### src/rtl/next186_boot_pkg.sv
// Shared definitions for the BIOS loader: FSM state encoding and default
// geometry of the ROM image and the RAM it is copied into.
package next186_boot_pkg;

  localparam int unsigned DW_DEF   = 8;
  localparam int unsigned AW_DEF   = 14;
  localparam int unsigned RAW_DEF  = 20;
  localparam logic [19:0] BASE_DEF = 20'hFC000;

  typedef enum logic [2:0] {
    ST_IDLE,
    ST_FETCH,
    ST_CAPTURE,
    ST_WRITE,
    ST_DONE
  } state_e;

endpackage

### src/rtl/bios_loader_if.sv
// ROM read port and RAM write port of the BIOS loader, bundled together.
// The master modport is the loader side; the slave modport is the ROM/RAM side.
interface bios_loader_if
  import next186_boot_pkg::*;
#(
  parameter int unsigned DW  = DW_DEF,
  parameter int unsigned AW  = AW_DEF,
  parameter int unsigned RAW = RAW_DEF
) ();

  logic           rom_ce;
  logic [AW-1:0]  rom_a;
  logic [DW-1:0]  rom_d;
  logic           ram_req;
  logic [RAW-1:0] ram_a;
  logic [DW-1:0]  ram_d;
  logic           ram_ack;

  modport master (
    output rom_ce, rom_a, ram_req, ram_a, ram_d,
    input  rom_d, ram_ack
  );

  modport slave (
    input  rom_ce, rom_a, ram_req, ram_a, ram_d,
    output rom_d, ram_ack
  );

endinterface

### src/rtl/bios_loader.sv
// BIOS loader: copies a 2**AW word ROM image into RAM starting at BASE,
// one word at a time (fetch, capture, write with ack handshake), then holds
// done high and releases the CPU.
// Optional feature macro: BIOS_LOADER_CHECKSUM_EN -- when defined, csum
// accumulates every accepted word modulo 2**DW; otherwise csum is tied to 0.
module bios_loader
  import next186_boot_pkg::*;
#(
  parameter int unsigned    DW   = DW_DEF,
  parameter int unsigned    AW   = AW_DEF,
  parameter int unsigned    RAW  = RAW_DEF,
  parameter logic [RAW-1:0] BASE = BASE_DEF
) (
  input  logic                 clock,
  input  logic                 reset_n,
  input  logic                 start,
  bios_loader_if.master        bus,
  output logic                 busy,
  output logic                 done,
  output logic                 cpu_hold,
  output logic [DW-1:0]        csum
);

  state_e         state_q, state_d;
  logic [AW-1:0]  cnt_q, cnt_d;
  logic           ram_req_q, ram_req_d;
  logic [RAW-1:0] ram_a_q, ram_a_d;
  logic [DW-1:0]  ram_d_q, ram_d_d;

  // State, word counter and RAM write port registers.
  always_ff @(posedge clock or negedge reset_n) begin
    if (!reset_n) begin
      state_q   <= ST_IDLE;
      cnt_q     <= '0;
      ram_req_q <= 1'b0;
      ram_a_q   <= '0;
      ram_d_q   <= '0;
    end else begin
      state_q   <= state_d;
      cnt_q     <= cnt_d;
      ram_req_q <= ram_req_d;
      ram_a_q   <= ram_a_d;
      ram_d_q   <= ram_d_d;
    end
  end

  // Next-state logic: one word per FETCH/CAPTURE/WRITE round; the last word
  // exits to DONE instead of advancing, so the counter never wraps.
  always_comb begin
    state_d   = state_q;
    cnt_d     = cnt_q;
    ram_req_d = ram_req_q;
    ram_a_d   = ram_a_q;
    ram_d_d   = ram_d_q;
    unique case (state_q)
      ST_IDLE: begin
        if (start) state_d = ST_FETCH;
      end
      ST_FETCH: begin
        state_d = ST_CAPTURE;
      end
      ST_CAPTURE: begin
        ram_d_d   = bus.rom_d;
        ram_a_d   = BASE + RAW'(cnt_q);
        ram_req_d = 1'b1;
        state_d   = ST_WRITE;
      end
      ST_WRITE: begin
        if (bus.ram_ack) begin
          ram_req_d = 1'b0;
          if (cnt_q == '1) begin
            state_d = ST_DONE;
          end else begin
            cnt_d   = cnt_q + AW'(1);
            state_d = ST_FETCH;
          end
        end
      end
      ST_DONE: begin
        state_d = ST_DONE;
      end
      default: begin
        state_d = ST_IDLE;
      end
    endcase
  end

  assign bus.rom_ce  = (state_q == ST_FETCH);
  assign bus.rom_a   = cnt_q;
  assign bus.ram_req = ram_req_q;
  assign bus.ram_a   = ram_a_q;
  assign bus.ram_d   = ram_d_q;

  assign busy     = (state_q == ST_FETCH) || (state_q == ST_CAPTURE) || (state_q == ST_WRITE);
  assign done     = (state_q == ST_DONE);
  assign cpu_hold = ~done;

`ifdef BIOS_LOADER_CHECKSUM_EN
  logic [DW-1:0] csum_q;

  // Running sum of every word the RAM accepted.
  always_ff @(posedge clock or negedge reset_n) begin
    if (!reset_n) begin
      csum_q <= '0;
    end else if ((state_q == ST_WRITE) && bus.ram_ack) begin
      csum_q <= csum_q + ram_d_q;
    end
  end

  assign csum = csum_q;
`else
  assign csum = '0;
`endif

endmodule

### src/flat_wrapper.sv
// flat-port wrapper written by rule: the top's interface ports become plain ports
module bios_loader_flat import next186_boot_pkg::*;
#(
  parameter int unsigned    DW   = DW_DEF,
  parameter int unsigned    AW   = AW_DEF,
  parameter int unsigned    RAW  = RAW_DEF,
  parameter logic [RAW-1:0] BASE = BASE_DEF
)
  (clock, reset_n, start, busy, done, cpu_hold, csum, bus_rom_ce, bus_rom_a, bus_ram_req, bus_ram_a, bus_ram_d, bus_rom_d, bus_ram_ack);
  bios_loader_if #(.DW(DW), .AW(AW), .RAW(RAW)) bus_i ();
  input  logic clock;
  input  logic reset_n;
  input  logic start;
  output logic busy;
  output logic done;
  output logic cpu_hold;
  output logic [DW-1:0] csum;
  output wire logic [$bits(bus_i.rom_ce)-1:0] bus_rom_ce;
  output wire logic [$bits(bus_i.rom_a)-1:0] bus_rom_a;
  output wire logic [$bits(bus_i.ram_req)-1:0] bus_ram_req;
  output wire logic [$bits(bus_i.ram_a)-1:0] bus_ram_a;
  output wire logic [$bits(bus_i.ram_d)-1:0] bus_ram_d;
  input wire logic [$bits(bus_i.rom_d)-1:0] bus_rom_d;
  input wire logic [$bits(bus_i.ram_ack)-1:0] bus_ram_ack;
  assign bus_rom_ce = bus_i.rom_ce;
  assign bus_rom_a = bus_i.rom_a;
  assign bus_ram_req = bus_i.ram_req;
  assign bus_ram_a = bus_i.ram_a;
  assign bus_ram_d = bus_i.ram_d;
  assign bus_i.rom_d = bus_rom_d;
  assign bus_i.ram_ack = bus_ram_ack;
  bios_loader #(.DW(DW), .AW(AW), .RAW(RAW), .BASE(BASE)) u_core (.clock(clock), .reset_n(reset_n), .start(start), .bus(bus_i), .busy(busy), .done(done), .cpu_hold(cpu_hold), .csum(csum));
endmodule
### config.mk
export PLATFORM = sky130hd
export DESIGN_NAME = bios_loader_flat
export DESIGN_NICKNAME = d
export VERILOG_FILES = /design/src/rtl/next186_boot_pkg.sv /design/src/rtl/bios_loader_if.sv /design/src/rtl/bios_loader.sv /design/src/flat_wrapper.sv
export SDC_FILE = /design/constraint.sdc
export NUM_CORES = 1
export LEC_CHECK = 0
export BUFFER_PORTS_ARGS = -buffer_cell sky130_fd_sc_hd__buf_2
export CAP_MARGIN = 20
export CORE_MARGIN = 10
export CORE_UTILIZATION = 35
export DETAILED_ROUTE_END_ITERATION = 12
export PLACE_DENSITY = 0.61
export SETUP_SLACK_MARGIN = 0.02
export SYNTH_ARGS = -nofsm -noshare
export SYNTH_HDL_FRONTEND = slang
export SYNTH_SLANG_ARGS = --single-unit
### constraint.sdc
create_clock -name clock -period 3 [get_ports clock]
set_input_delay 0.3 -clock clock [delete_from_list [all_inputs] [get_ports clock]]
set_output_delay 0.3 -clock clock [all_outputs]
set_load 0.03 [all_outputs]
==> results of run 1 <==
kinds of logic (layout without fill, tap and decap cells):
family / Yosys count / count (layout) / synth area share [%]
compound gates: 7 / 7 / 4.22
xor+xnor: 13 / 13 / 6.10
fa+ha+maj: 1 / 1 / 0.670
buf+inv: 20 / 70 / 7.51
flops: 41 / 41 / 55.0
mux: 22 / 22 / 13.3
other cells: 1 / 8 / 0.201
simple gates: 37 / 37 / 13.1
state kept, by name (all words and copies together) (netlist names):
| name | count |
|---|---|
| u_core.bus.ram_req | 1 |
| u_core.state_q | 3 |
| u_core.bus.rom_a | 14 |
| u_core.bus.ram_a | 15 |
| u_core.bus.ram_d | 8 |
critical path, delay by kind of cell, from the launching register on:
kind / cells / cell delay [ns]
buffers and inverters: 1 / 0.32
flip-flops: 1 / 0.47
multiplexers: 1 / 0.35
AND/OR/NAND/NOR: 1 / 0.55
power by group through the flow:
stage / logic [uW] / clock network [uW] / registers (uW)
after floorplan: 358 / 0 / 1100
after global placement: 846 / 0 / 835
after detailed placement: 849 / 0 / 840
after CTS: 850 / 363 / 831
after global routing: 900 / 394 / 854
final: 832 / 346 / 828
area by class of cell:
cell class                 count  area (um2)
clock inverter                 3        17.5
timing repair buffer          59         298
multi-input combinational     88         727
clock buffer                   5        68.8
sequential                    41        1030
inverter                       3        11.3
fill                         534        2900
tap                           70        87.6
layer usage:
metal,wire length [um],up-vias
li1,-,585
met1,1550,609
met2,1820,43
met3,383,4
met4,21,0
met5,0,-
stage by stage:
stage	hold slack [ns]	instance area [um2]
floorplan	0.00441	1890
global placement	0.466	2150
detailed placement	0.467	2150
CTS	0.170	2240
global route	0.202	2240
finish	0.135	2240
how the worst max path moves through the flow:
stage	start	endpoint	slack, ns	cells after the start
5_1_grt	u_core.state_q[1]	u_core.bus.ram_d[4]	1.06	3
3_3_place_gp	u_core.state_q[1]	u_core.bus.ram_d[4]	1.18	3
6_report	u_core.state_q[1]	u_core.bus.ram_a[4]	1.19	3
4_1_cts	u_core.state_q[1]	u_core.bus.ram_a[6]	1.14	3
3_5_place_dp	u_core.state_q[1]	u_core.bus.ram_a[6]	1.16	3
2_1_floorplan	u_core.bus.rom_a[0]	u_core.bus.rom_a[12]	1.18	6
synth_stat cells:
cell and number:
nand4_1 8, conb_1 1, and2_1 1, nor2_1 4, nand2_1 7, buf_6 1
nor3b_4 1, a21oi_1 1, dfrtp_1 41, nor3_1 3, a41o_4 1, nand4b_4 1
buf_4 15, mux2_1 1, inv_1 3, a41oi_4 1, nor3b_1 1, xnor2_1 9
or2_2 1, o21ai_0 2, nor3_2 2, and3_1 3, o21bai_1 1, and4_1 3
mux2_2 21, ha_1 1, a21o_1 1, clkbuf_2 1, xor2_1 4, nand3_1 2
==> run summary, run 1 <==
LOGIC SYNTHESIS
-------------------------------------------------------------------------------------------------
Count of synthesis-stage warnings from yosys                                                    0
Mean post-synth cell area                                                                13.1 um2
Number of distinct library cell variants in the gate-level netlist after synthesis             30
Post-Synthesis Cells                                                                          142
Share of synthesized area occupied by flip-flops and latches                                55.0%
Post-synthesis sequential element count                                                        41
Main area contributors after synthesis                                               dfrtp_1 55%, mux2_2 13%, buf_4 6.0%, xnor2_1 4.2%, nand4_1 2.7%
Area share of the largest cell type after synthesis                                         55.0%
Post-synthesis cell type with the largest combined area                                   dfrtp_1
Synthesized area                                                                         1870 um2

LAYOUT
-------------------------------------------------------------------------------------------------
Most frequent cells in the layout                                                    58 x buf_2, 41 x dfrtp_1, 21 x mux2_2
Core utilization of the finished layout                                                     43.5%
Most frequent standard cell in the layout excluding fill and tap cells                      buf_2
Synth-to-Final Area Change                                                                  19.8%
# nets final                                                                                  211
Count of non-filler cells in the finished layout                                              269
Number of antenna cells inserted                                                                0
Share of post-route cells with drive strength above 1                                       47.7%

STA
-------------------------------------------------------------------------------------------------
Accumulated negative setup slack                                                             0 ns
Setup slack after layout                                                                  1.19 ns
Worst clock skew on the final layout                                                   0.00162 ns
Final worst-path cycle share                                                                60.4%
Setup repair after global routing missed its margin                                         false
Final slew viol count                                                                           0
Max transition margin                                                                       40.5%
Actual transition at the worst max-transition pin                                        0.893 ns
Fin. Hold Viols                                                                                 0
Shortest clock period the worst path allows after layout                                  1.81 ns
Final setup viols                                                                               0
Peak clock frequency supported by timing                                                  552 MHz

PLACE
-------------------------------------------------------------------------------------------------
Buffers added on ports                                                                         58
Placed cells                                                                                  261
Detailed-placement wirelength estimate                                                    2970 um
Pre-CTS WS                                                                                1.16 ns
Final weighted congestion in routability-driven placement                                   0.724

CRITICAL PATH
-------------------------------------------------------------------------------------------------
Worst setup path class                                                               flop to flop
Maximum cell stage delay along the critical path                                          0.55 ns
FF-to-FF setup slack                                                                      1.19 ns
Worst r2r src                                                                        u_core.state_q[1]
Count of cells along the worst register-to-register path                                        3
Worst path slowest cell                                                                   nor3b_4
Ordered list of cells on the worst path                                              nor3b_4 -> buf_4 -> mux2_2
Arrival time worst endpoint                                                               1.99 ns
Maximum net fanout on the critical path                                                        13
Worst Setup End Kind                                                                         flop
CP Data Required Time                                                                     3.17 ns
Worst R2R End                                                                        u_core.bus.ram_a[4]
CP Launch Type                                                                               flop

CTS
-------------------------------------------------------------------------------------------------
Clock slew seen by the registers of the worst setup and hold paths                        0.08 ns
Cts hold-fix bufs                                                                               0
Post-CTS setup repair buffer count                                                              0
Clock tree from TritonCTS                                                                   built
Clk root buf                                                                             clkbuf_8
CTS H-tree lvls                                                                                 2
CTS sink count                                                                                 41
Number of buffers added by the clock tree synthesis step                                        5
Clock Latency Late Sink                                                                   0.28 ns
Deepest clock path buffer count                                                                 2
Post-CTS resize count                                                                           0

GLOBAL ROUTE
-------------------------------------------------------------------------------------------------
First-pass GRT wire length                                                                6360 um
Total congestion overflow                                                                       0
Grt met1 use                                                                                9.75%
Antenna violations before repair                                                                0
Global-route met3 utilization                                                               4.88%
Most heavily used metal layer in global routing                                              met2
Pin count of the biggest net entering global routing                                           42
Met2 track utilization from global routing                                                  14.8%
GRT Overall Usage                                                                           8.88%
Via count of the first global-routing pass                                                   1276

FLOORPLANNING
-------------------------------------------------------------------------------------------------
Number of top-level design ports                                                               67
Floorplan die area                                                                       8650 um2
Floorplan core area                                                                      5140 um2
Number of core rows                                                                            26
Die outline height                                                                        93.0 um
Effective utilization at floorplan                                                          36.3%
Overall die width                                                                         93.0 um

DRT
-------------------------------------------------------------------------------------------------
Number of search-and-repair iterations in the first detailed-routing pass                       4
DRC violation count after routing                                                               0
DRC marker count from the first detailed-route iteration                                       44
Vias                                                                                         1241
Detailed-route wire length                                                                3780 um
Post-route ant nets                                                                             0
Post-detailed-route via-to-cell ratio                                                        4.61
Wirelength per Cell                                                                       14.0 um

POWER AND IR DROP
-------------------------------------------------------------------------------------------------
Power Internal                                                                            1170 uW
Combinational cell fraction of total power                                                  41.5%
Share of total power in sequential cells                                                    41.3%
Clock network fraction of design power                                                      17.2%
Maximum ir drop on the vdd rail                                                        0.000497 V
Post-layout total power                                                                   2000 uW
Net switching power of the design                                                          838 uW
Sw Share                                                                                    41.8%
Static Leak                                                                            0.00112 uW
Power density of the placed cells                                                      897 nW/um2

HOLD PATH
-------------------------------------------------------------------------------------------------
Type of the worst min-delay path                                                     input port to async pin

OUTCOME
-------------------------------------------------------------------------------------------------
Result of the run                                                                    finished, final reports clean

RUN
-------------------------------------------------------------------------------------------------
Number of max-cap violations                                                                    0

Note: power is estimated with default switching activity, not from simulation.
==> inputs of run 2 (changes only) <==
--- a/config.mk
+++ b/config.mk
@@ -5,12 +5,13 @@
 export SDC_FILE = /design/constraint.sdc
 export NUM_CORES = 1
 export LEC_CHECK = 0
+export ABC_AREA = 1
 export BUFFER_PORTS_ARGS = -buffer_cell sky130_fd_sc_hd__buf_2
 export CAP_MARGIN = 20
 export CORE_MARGIN = 10
 export CORE_UTILIZATION = 35
 export DETAILED_ROUTE_END_ITERATION = 12
-export PLACE_DENSITY = 0.61
+export PLACE_DENSITY = 0.62
 export SETUP_SLACK_MARGIN = 0.02
 export SYNTH_ARGS = -nofsm -noshare
 export SYNTH_HDL_FRONTEND = slang
==> constraint.sdc (replaced) <==
create_clock -name clock -period 1.5 [get_ports clock]
set_input_delay 0.15 -clock clock [delete_from_list [all_inputs] [get_ports clock]]
set_output_delay 0.15 -clock clock [all_outputs]
set_load 0.03 [all_outputs]
==> run 2 against run 1 <==
Effect of this change: final cell count grew 42%; cell area rose by 18%; critical path type is now flop to output pin; clock-buffer cell count did not move; power is 120% higher; flip-flop and latch count unchanged; largest power group unchanged; largest cell class unchanged; utilization up 4.1 points.
==> run summary, run 2 <==
STA
-------------------------------------------------------------------------------------------------
Shortest clock period the worst path allows after layout                                  1.41 ns
Final slew viol count                                                                           0   unchanged
Peak clock frequency supported by timing                                                  711 MHz
Worst clock skew on the final layout                                                   0.00776 ns   +0.00613 ns
Final setup viols                                                                               0   unchanged
Accumulated negative setup slack                                                             0 ns   unchanged
Final worst-path cycle share                                                                93.8%
Final Hold Slack                                                                        0.0538 ns   -0.0811 ns
Setup repair after global routing missed its margin                                          true
Fin. Hold Viols                                                                                 0   unchanged

LOGIC SYNTHESIS
-------------------------------------------------------------------------------------------------
Number of distinct library cell variants in the gate-level netlist after synthesis             26   -13%
Area share of the largest cell type after synthesis                                         50.9%   -4.1 points
Post-synthesis sequential element count                                                        41   unchanged
Count of synthesis-stage warnings from yosys                                                    0   unchanged
Async S/R FF share, synth                                                                    100%   unchanged
Mean post-synth cell area                                                                8.62 um2   -34%
Flip-flop cell with the highest count after synthesis                                     dfrtp_1
Count leader, synth                                                                       nand2_1
Post-synth EDFFs                                                                                0   unchanged
Synthesized area                                                                         2020 um2   +8.0%
Main area contributors after synthesis                                               dfrtp_1 51%, nand2_1 15%, buf_4 4.8%, mux2_2 4.5%, o21ai_0 4.2%
Share of synthesized area occupied by flip-flops and latches                                50.9%   -4.1 points
Post-synthesis cell type with the largest combined area                                   dfrtp_1
Most used standard cells in the synthesized netlist                                  80 x nand2_1, 41 x dfrtp_1, 22 x inv_1
Post-Synthesis Cells                                                                          234   +65%

CTS
-------------------------------------------------------------------------------------------------
CTS sink count                                                                                 41   unchanged
Clock tree from TritonCTS                                                                   built
Number of buffers added by the clock tree synthesis step                                        5   unchanged
CTS H-tree lvls                                                                                 2   unchanged
Clock Latency Late Sink                                                                   0.30 ns   +0.02 ns
Clock slew seen by the registers of the worst setup and hold paths                        0.09 ns   about the same
Deepest clock path buffer count                                                                 2   unchanged
Clk root buf                                                                             clkbuf_8

CRITICAL PATH
-------------------------------------------------------------------------------------------------
Worst R2R End                                                                        u_core.bus.ram_a[2]
End point of the critical path                                                         bus_rom_ce
CP Launch Type                                                                               flop
Worst r2r src                                                                        u_core.state_q[0]
FF-to-FF setup slack                                                                      0.13 ns   -1.06 ns
Maximum net fanout on the critical path                                                         4   -9
Beginning of the critical path                                                       u_core.state_q[0]
Count of cells along the worst register-to-register path                                        4   +1
Worst Setup End Kind                                                                   output pin
Worst setup path class                                                               flop to output pin
CP Data Required Time                                                                     1.35 ns   -1.82 ns
Arrival time worst endpoint                                                               1.26 ns   -0.73 ns

POWER AND IR DROP
-------------------------------------------------------------------------------------------------
Power density of the placed cells                                                     1680 nW/um2   +87%
Static Leak                                                                            0.00135 uW   +21%
Post-layout total power                                                                   4420 uW   +120%
Maximum ir drop on the vdd rail                                                        0.000817 V   +64%

GLOBAL ROUTE
-------------------------------------------------------------------------------------------------
GRT Overall Usage                                                                           11.7%   +2.8 points
Via count of the first global-routing pass                                                   1779   +39%
Total congestion overflow                                                                       0   unchanged
First-pass GRT wire length                                                                8540 um   +34%
Pin count of the biggest net entering global routing                                           33   -21%
Antenna violations before repair                                                                0   unchanged

FLOORPLANNING
-------------------------------------------------------------------------------------------------
Number of top-level design ports                                                               67   unchanged
Floorplan die area                                                                       9200 um2   +6.3%
Effective utilization at floorplan                                                          36.4%   +0.085 points
Overall die width                                                                         95.9 um   +3.1%
Die outline height                                                                        95.9 um   +3.1%
Number of core rows                                                                            27   +3.8%
Floorplan core area                                                                      5540 um2   +7.8%

LAYOUT
-------------------------------------------------------------------------------------------------
# nets final                                                                                  323   +53%
Synth-to-Final Area Change                                                                  30.6%
Share of post-route cells with drive strength above 1                                       37.0%   -11 points
Area of all placed cells without fillers                                                 2640 um2   +18%
Most frequent standard cell in the layout excluding fill and tap cells                    nand2_1
Number of antenna cells inserted                                                                0   unchanged
Most frequent cells in the layout                                                    78 x nand2_1, 56 x buf_2, 37 x dfrtp_1
Count of non-filler cells in the finished layout                                              383   +42%
Max FFs per register                                                                           15   unchanged

OUTCOME
-------------------------------------------------------------------------------------------------
Result of the run                                                                    finished, final reports clean

PLACE
-------------------------------------------------------------------------------------------------
Placed cells                                                                                  370   +42%
Detailed-placement wirelength estimate                                                    3960 um   +33%
Cell Area, Placed                                                                        2450 um2   +14%
Final weighted congestion in routability-driven placement                                   0.797   +10%
Buffers added on ports                                                                         58   unchanged

DRT
-------------------------------------------------------------------------------------------------
Wirelength per Cell                                                                       13.4 um   -4.7%
DRC marker count from the first detailed-route iteration                                       91   +110%
Post-route ant nets                                                                             0   unchanged
DRC violation count after routing                                                               0   unchanged
Post-detailed-route via-to-cell ratio                                                        4.50   -2.4%
Vias                                                                                         1724   +39%
Detailed-route wire length                                                                5130 um   +36%
Number of search-and-repair iterations in the first detailed-routing pass                       4   unchanged

HOLD PATH
-------------------------------------------------------------------------------------------------
Type of the worst min-delay path                                                     input port to flop
WHS Path Cells                                                                                  2
Min-delay src                                                                        bus_rom_d[6]

RUN
-------------------------------------------------------------------------------------------------
Number of max-cap violations                                                                    0   unchanged

[run 2: per-layer routing]
metal	wire [um]	part of all wire (%)	track usage [%]
met5	0	0	0
met4	69	1.3	3.69
met3	579	11	4.20
met2	2200	43	18.4
met1	2270	44	14.6
[run 2: cells by family (layout without fill, tap and decap cells)]
kind of cell	count (synthesis)	in the layout	share of synthesized area, %
other	1	8	0.186
buffers and inverters	40	110	10.3
AOI/OAI and AO/OA	18	18	4.59
xor gates and xnor gates	8	8	3.47
and+or+nand+nor	115	115	24.4
DFF	41	41	50.9
adders and majority gates	1	1	0.620
muxes	10	10	5.58
[run 2: metrics by stage]
stage                     setup slack [ns]  util [%]
final                               0.0932      47.6
after global routing                0.0110      47.6
after CTS                           0.0549      46.6
after detailed placement            0.0818      44.2
after global placement               0.132      44.2
after floorplan                     0.0606         -
[run 2: how the worst min path moves through the flow]
stage                           to  slack, ns
2_1_floorplan  u_core.bus.ram_a[0]      -0.15
3_3_place_gp   u_core.bus.ram_d[4]       0.03
3_5_place_dp   u_core.bus.ram_d[4]       0.04
4_1_cts        u_core.bus.ram_d[6]       0.04
5_1_grt        u_core.bus.ram_d[6]       0.06
6_report       u_core.bus.ram_d[6]       0.05
[run 2: critical path, cell delays in order, from the launching register on]
cell     delay [ns]
dfrtp_1        0.42
inv_2          0.05
or2_4          0.23
nor2_2         0.12
buf_6          0.14
[run 2: power by group]
group / internal [uW] / switching [uW] / total, uW
clock network: 339 / 419 / 758
registers: 1400 / 189 / 1590
logic: 762 / 1310 / 2080
[run 2: area by class of cell]
class                   count  area (um2)
well taps                  72        90.1
inverters                  23        86.3
flip-flops and latches     41        1030
clock buffers               5        68.8
fillers                   556        2910
repair buffers             79         479
multi-input cells         160         855
clock inverters             3        25.0
[run 2: timing repair]
action / CTS / global route
buffers inserted: 3 / 1
endpoints found under the hold margin: 19 / 0
gates resized for setup: 4 / 19
hold buffers: 1 / 0
endpoints found under the setup margin: 1 / 21
pin swaps: 1 / 0
==> inputs of run 3 (changes only) <==
--- a/config.mk
+++ b/config.mk
@@ -11,7 +11,7 @@
 export CORE_MARGIN = 10
 export CORE_UTILIZATION = 35
 export DETAILED_ROUTE_END_ITERATION = 12
-export PLACE_DENSITY = 0.62
+export PLACE_DENSITY = 0.64
 export SETUP_SLACK_MARGIN = 0.02
 export SYNTH_ARGS = -nofsm -noshare
 export SYNTH_HDL_FRONTEND = slang
==> run 3 against run 2 <==
Effect of this change: sequential share of layout area is 0.17 points higher; clock power is 15% higher; via count hardly changed; cell area is 0.19% lower; die area unchanged; register-to-register slack about the same; utilization is 0.090 points lower; critical path type unchanged; highest routed layer unchanged.
==> run summary, run 3 (synthesized netlist as in run 2, its figures left out) <==
OUTCOME
----------------------------------------------------------------------------------------
Result of the run                                                           finished, final reports clean

GLOBAL ROUTE
----------------------------------------------------------------------------------------
Total congestion overflow                                                              0   unchanged
Antenna violations before repair                                                       0   unchanged
GRT Overall Usage                                                                  11.3%   -0.36 points
First-pass GRT wire length                                                       8290 um   -3.0%
Via count of the first global-routing pass                                          1793   +0.79%
Grt met1 use                                                                       13.3%   -1.3 points
Global-route met3 utilization                                                      4.36%   +0.16 points
Pin count of the biggest net entering global routing                                  42   +27%
Met2 track utilization from global routing                                         18.7%   +0.28 points
Most heavily used metal layer in global routing                                     met2

POWER AND IR DROP
----------------------------------------------------------------------------------------
Share of total power in sequential cells                                           35.2%   -0.7 points
Net switching power of the design                                                1870 uW   -2.6%
Power Internal                                                                   2660 uW   +6.4%
Combinational cell fraction of total power                                         45.5%   -1.5 points
Maximum ir drop on the vdd rail                                               0.000813 V   -0.49%
Clock network fraction of design power                                             19.3%   +2.2 points
Static Leak                                                                   0.00135 uW   +0.12%
Power density of the placed cells                                            1720 nW/um2   +2.7%
Sw Share                                                                           41.3%   -2.1 points

STA
----------------------------------------------------------------------------------------
Final setup viols                                                                      0   unchanged
Shortest clock period the worst path allows after layout                         1.42 ns   +0.00901 ns
Max transition margin                                                              65.8%
Final slew viol count                                                                  0   unchanged
Final Hold Slack                                                               0.0605 ns   +0.00668 ns
Peak clock frequency supported by timing                                         706 MHz   -0.64%
Final worst-path cycle share                                                       94.4%   +0.60 points
Fin. Hold Viols                                                                        0   unchanged
Setup repair after global routing missed its margin                                false
Actual transition at the worst max-transition pin                               0.513 ns
Worst clock skew on the final layout                                          0.00586 ns   -0.00190 ns
Accumulated negative setup slack                                                    0 ns   unchanged

DRT
----------------------------------------------------------------------------------------
DRC marker count from the first detailed-route iteration                              52   -43%
Post-route ant nets                                                                    0   unchanged
Vias                                                                                1725   +0.058%
DRC violation count after routing                                                      0   unchanged
Post-detailed-route via-to-cell ratio                                               4.50   about the same
Number of search-and-repair iterations in the first detailed-routing pass              4   unchanged
Detailed-route wire length                                                       5010 um   -2.3%
Wirelength per Cell                                                              13.1 um   -2.3%

CRITICAL PATH
----------------------------------------------------------------------------------------
Count of cells along the worst register-to-register path                               8   +4
Arrival time worst endpoint                                                      1.27 ns   about the same
Worst setup path class                                                      flop to output pin
Worst Setup End Kind                                                          output pin
Worst R2R End                                                               u_core.bus.rom_a[13]
CP Launch Type                                                                      flop
End point of the critical path                                                bus_rom_ce
FF-to-FF setup slack                                                             0.14 ns   about the same
Beginning of the critical path                                              u_core.state_q[0]
Worst r2r src                                                               u_core.bus.rom_a[0]
CP Data Required Time                                                            1.35 ns   about the same
Maximum net fanout on the critical path                                                3   -1

CTS
----------------------------------------------------------------------------------------
CTS sink count                                                                        41   unchanged
Clock Latency Late Sink                                                          0.30 ns   about the same
Clock tree from TritonCTS                                                          built
Clock slew seen by the registers of the worst setup and hold paths               0.08 ns   about the same
Clk root buf                                                                    clkbuf_8
Number of buffers added by the clock tree synthesis step                               5   unchanged
Deepest clock path buffer count                                                        2   unchanged
CTS H-tree lvls                                                                        2   unchanged

FLOORPLANNING
----------------------------------------------------------------------------------------
Number of core rows                                                                   27   unchanged
Effective utilization at floorplan                                                 36.4%   unchanged
Die outline height                                                               95.9 um   unchanged
Overall die width                                                                95.9 um   unchanged
Floorplan core area                                                             5540 um2   unchanged
Number of top-level design ports                                                      67   unchanged
Floorplan die area                                                              9200 um2   unchanged

RUN
----------------------------------------------------------------------------------------
Number of max-cap violations                                                           0   unchanged

PLACE
----------------------------------------------------------------------------------------
Final weighted congestion in routability-driven placement                          0.814   +2.1%
Placed cells                                                                         369   -0.27%
Detailed-placement wirelength estimate                                           3870 um   -2.3%
Cell Area, Placed                                                               2430 um2   -0.82%
Buffers added on ports                                                                58   unchanged

LAYOUT
----------------------------------------------------------------------------------------
# nets final                                                                         323   unchanged
Most frequent cells in the layout                                           80 x nand2_1, 57 x buf_2, 35 x dfrtp_1
Core utilization of the finished layout                                            47.5%   -0.090 points
Number of antenna cells inserted                                                       0   unchanged
Synth-to-Final Area Change                                                         30.4%
Area of all placed cells without fillers                                        2630 um2   -0.19%
Count of non-filler cells in the finished layout                                     383   unchanged
Max FFs per register                                                                  15   unchanged
Most frequent standard cell in the layout excluding fill and tap cells           nand2_1
Share of post-route cells with drive strength above 1                              36.3%   -0.64 points

HOLD PATH
----------------------------------------------------------------------------------------
Min-delay src                                                               bus_rom_d[6]
Type of the worst min-delay path                                            input port to flop

-- run 3: how the worst min path moves through the flow --
stage | end | slack, ns | cells after the start
after CTS | u_core.bus.ram_d[6] | 0.05 | 2
after global placement | u_core.bus.ram_d[1] | 0.25 | 2
final | u_core.bus.ram_d[6] | 0.06 | 2
after detailed placement | u_core.bus.ram_d[5] | 0.25 | 2
after global routing | u_core.bus.ram_d[7] | 0.07 | 2
after floorplan | u_core.bus.ram_a[0] | -0.15 | 0
-- run 3: critical path, cell delays in order, from the launching register on --
cell     delay, ns
dfrtp_1       0.41
inv_2         0.07
or2_4         0.23
nor2_1        0.10
buf_4         0.16
-- run 3: cell type report --
| type | instances | area, um2 |
|---|---|---|
| fill | 561 | 2910 |
| timing repair buffer | 79 | 465 |
| sequential | 41 | 1030 |
| multi-input combinational | 160 | 847 |
| clock buffer | 6 | 72.6 |
| inverter | 23 | 86.3 |
| clock inverter | 2 | 35.0 |
| tap | 72 | 90.1 |
-- run 3: what timing repair did --
action	CTS	global route
setup buffers	4	1
setup endpoints to repair	3	15
endpoints found under the hold margin	41	0
hold buffers	1	0
cloned	0	0
gates resized for setup	2	12
pin swaps	0	1
-- run 3: layer usage --
metal,share of wire [%],vias to the layer above
met5,0,-
met4,1.3,0
met3,10,8
met2,45,55
met1,43,801
li1,-,861
-- run 3: metrics by stage --
step	setup slack [ns]	total power [uW]
5_1_grt	0.0277	4830
4_1_cts	0.0244	4520
3_5_place_dp	0.0376	3550
3_3_place_gp	0.0892	3520
6_report	0.0842	4530
2_1_floorplan	0.0606	2940
-- run 3: power groups by stage --
stage | Sequential, uW | Combinational (uW) | Clock [uW]
floorplan | 2130 | 812 | 0
global placement | 1600 | 1920 | 0
detailed placement | 1610 | 1930 | 0
CTS | 1590 | 2030 | 896
global route | 1650 | 2240 | 934
finish | 1590 | 2060 | 873
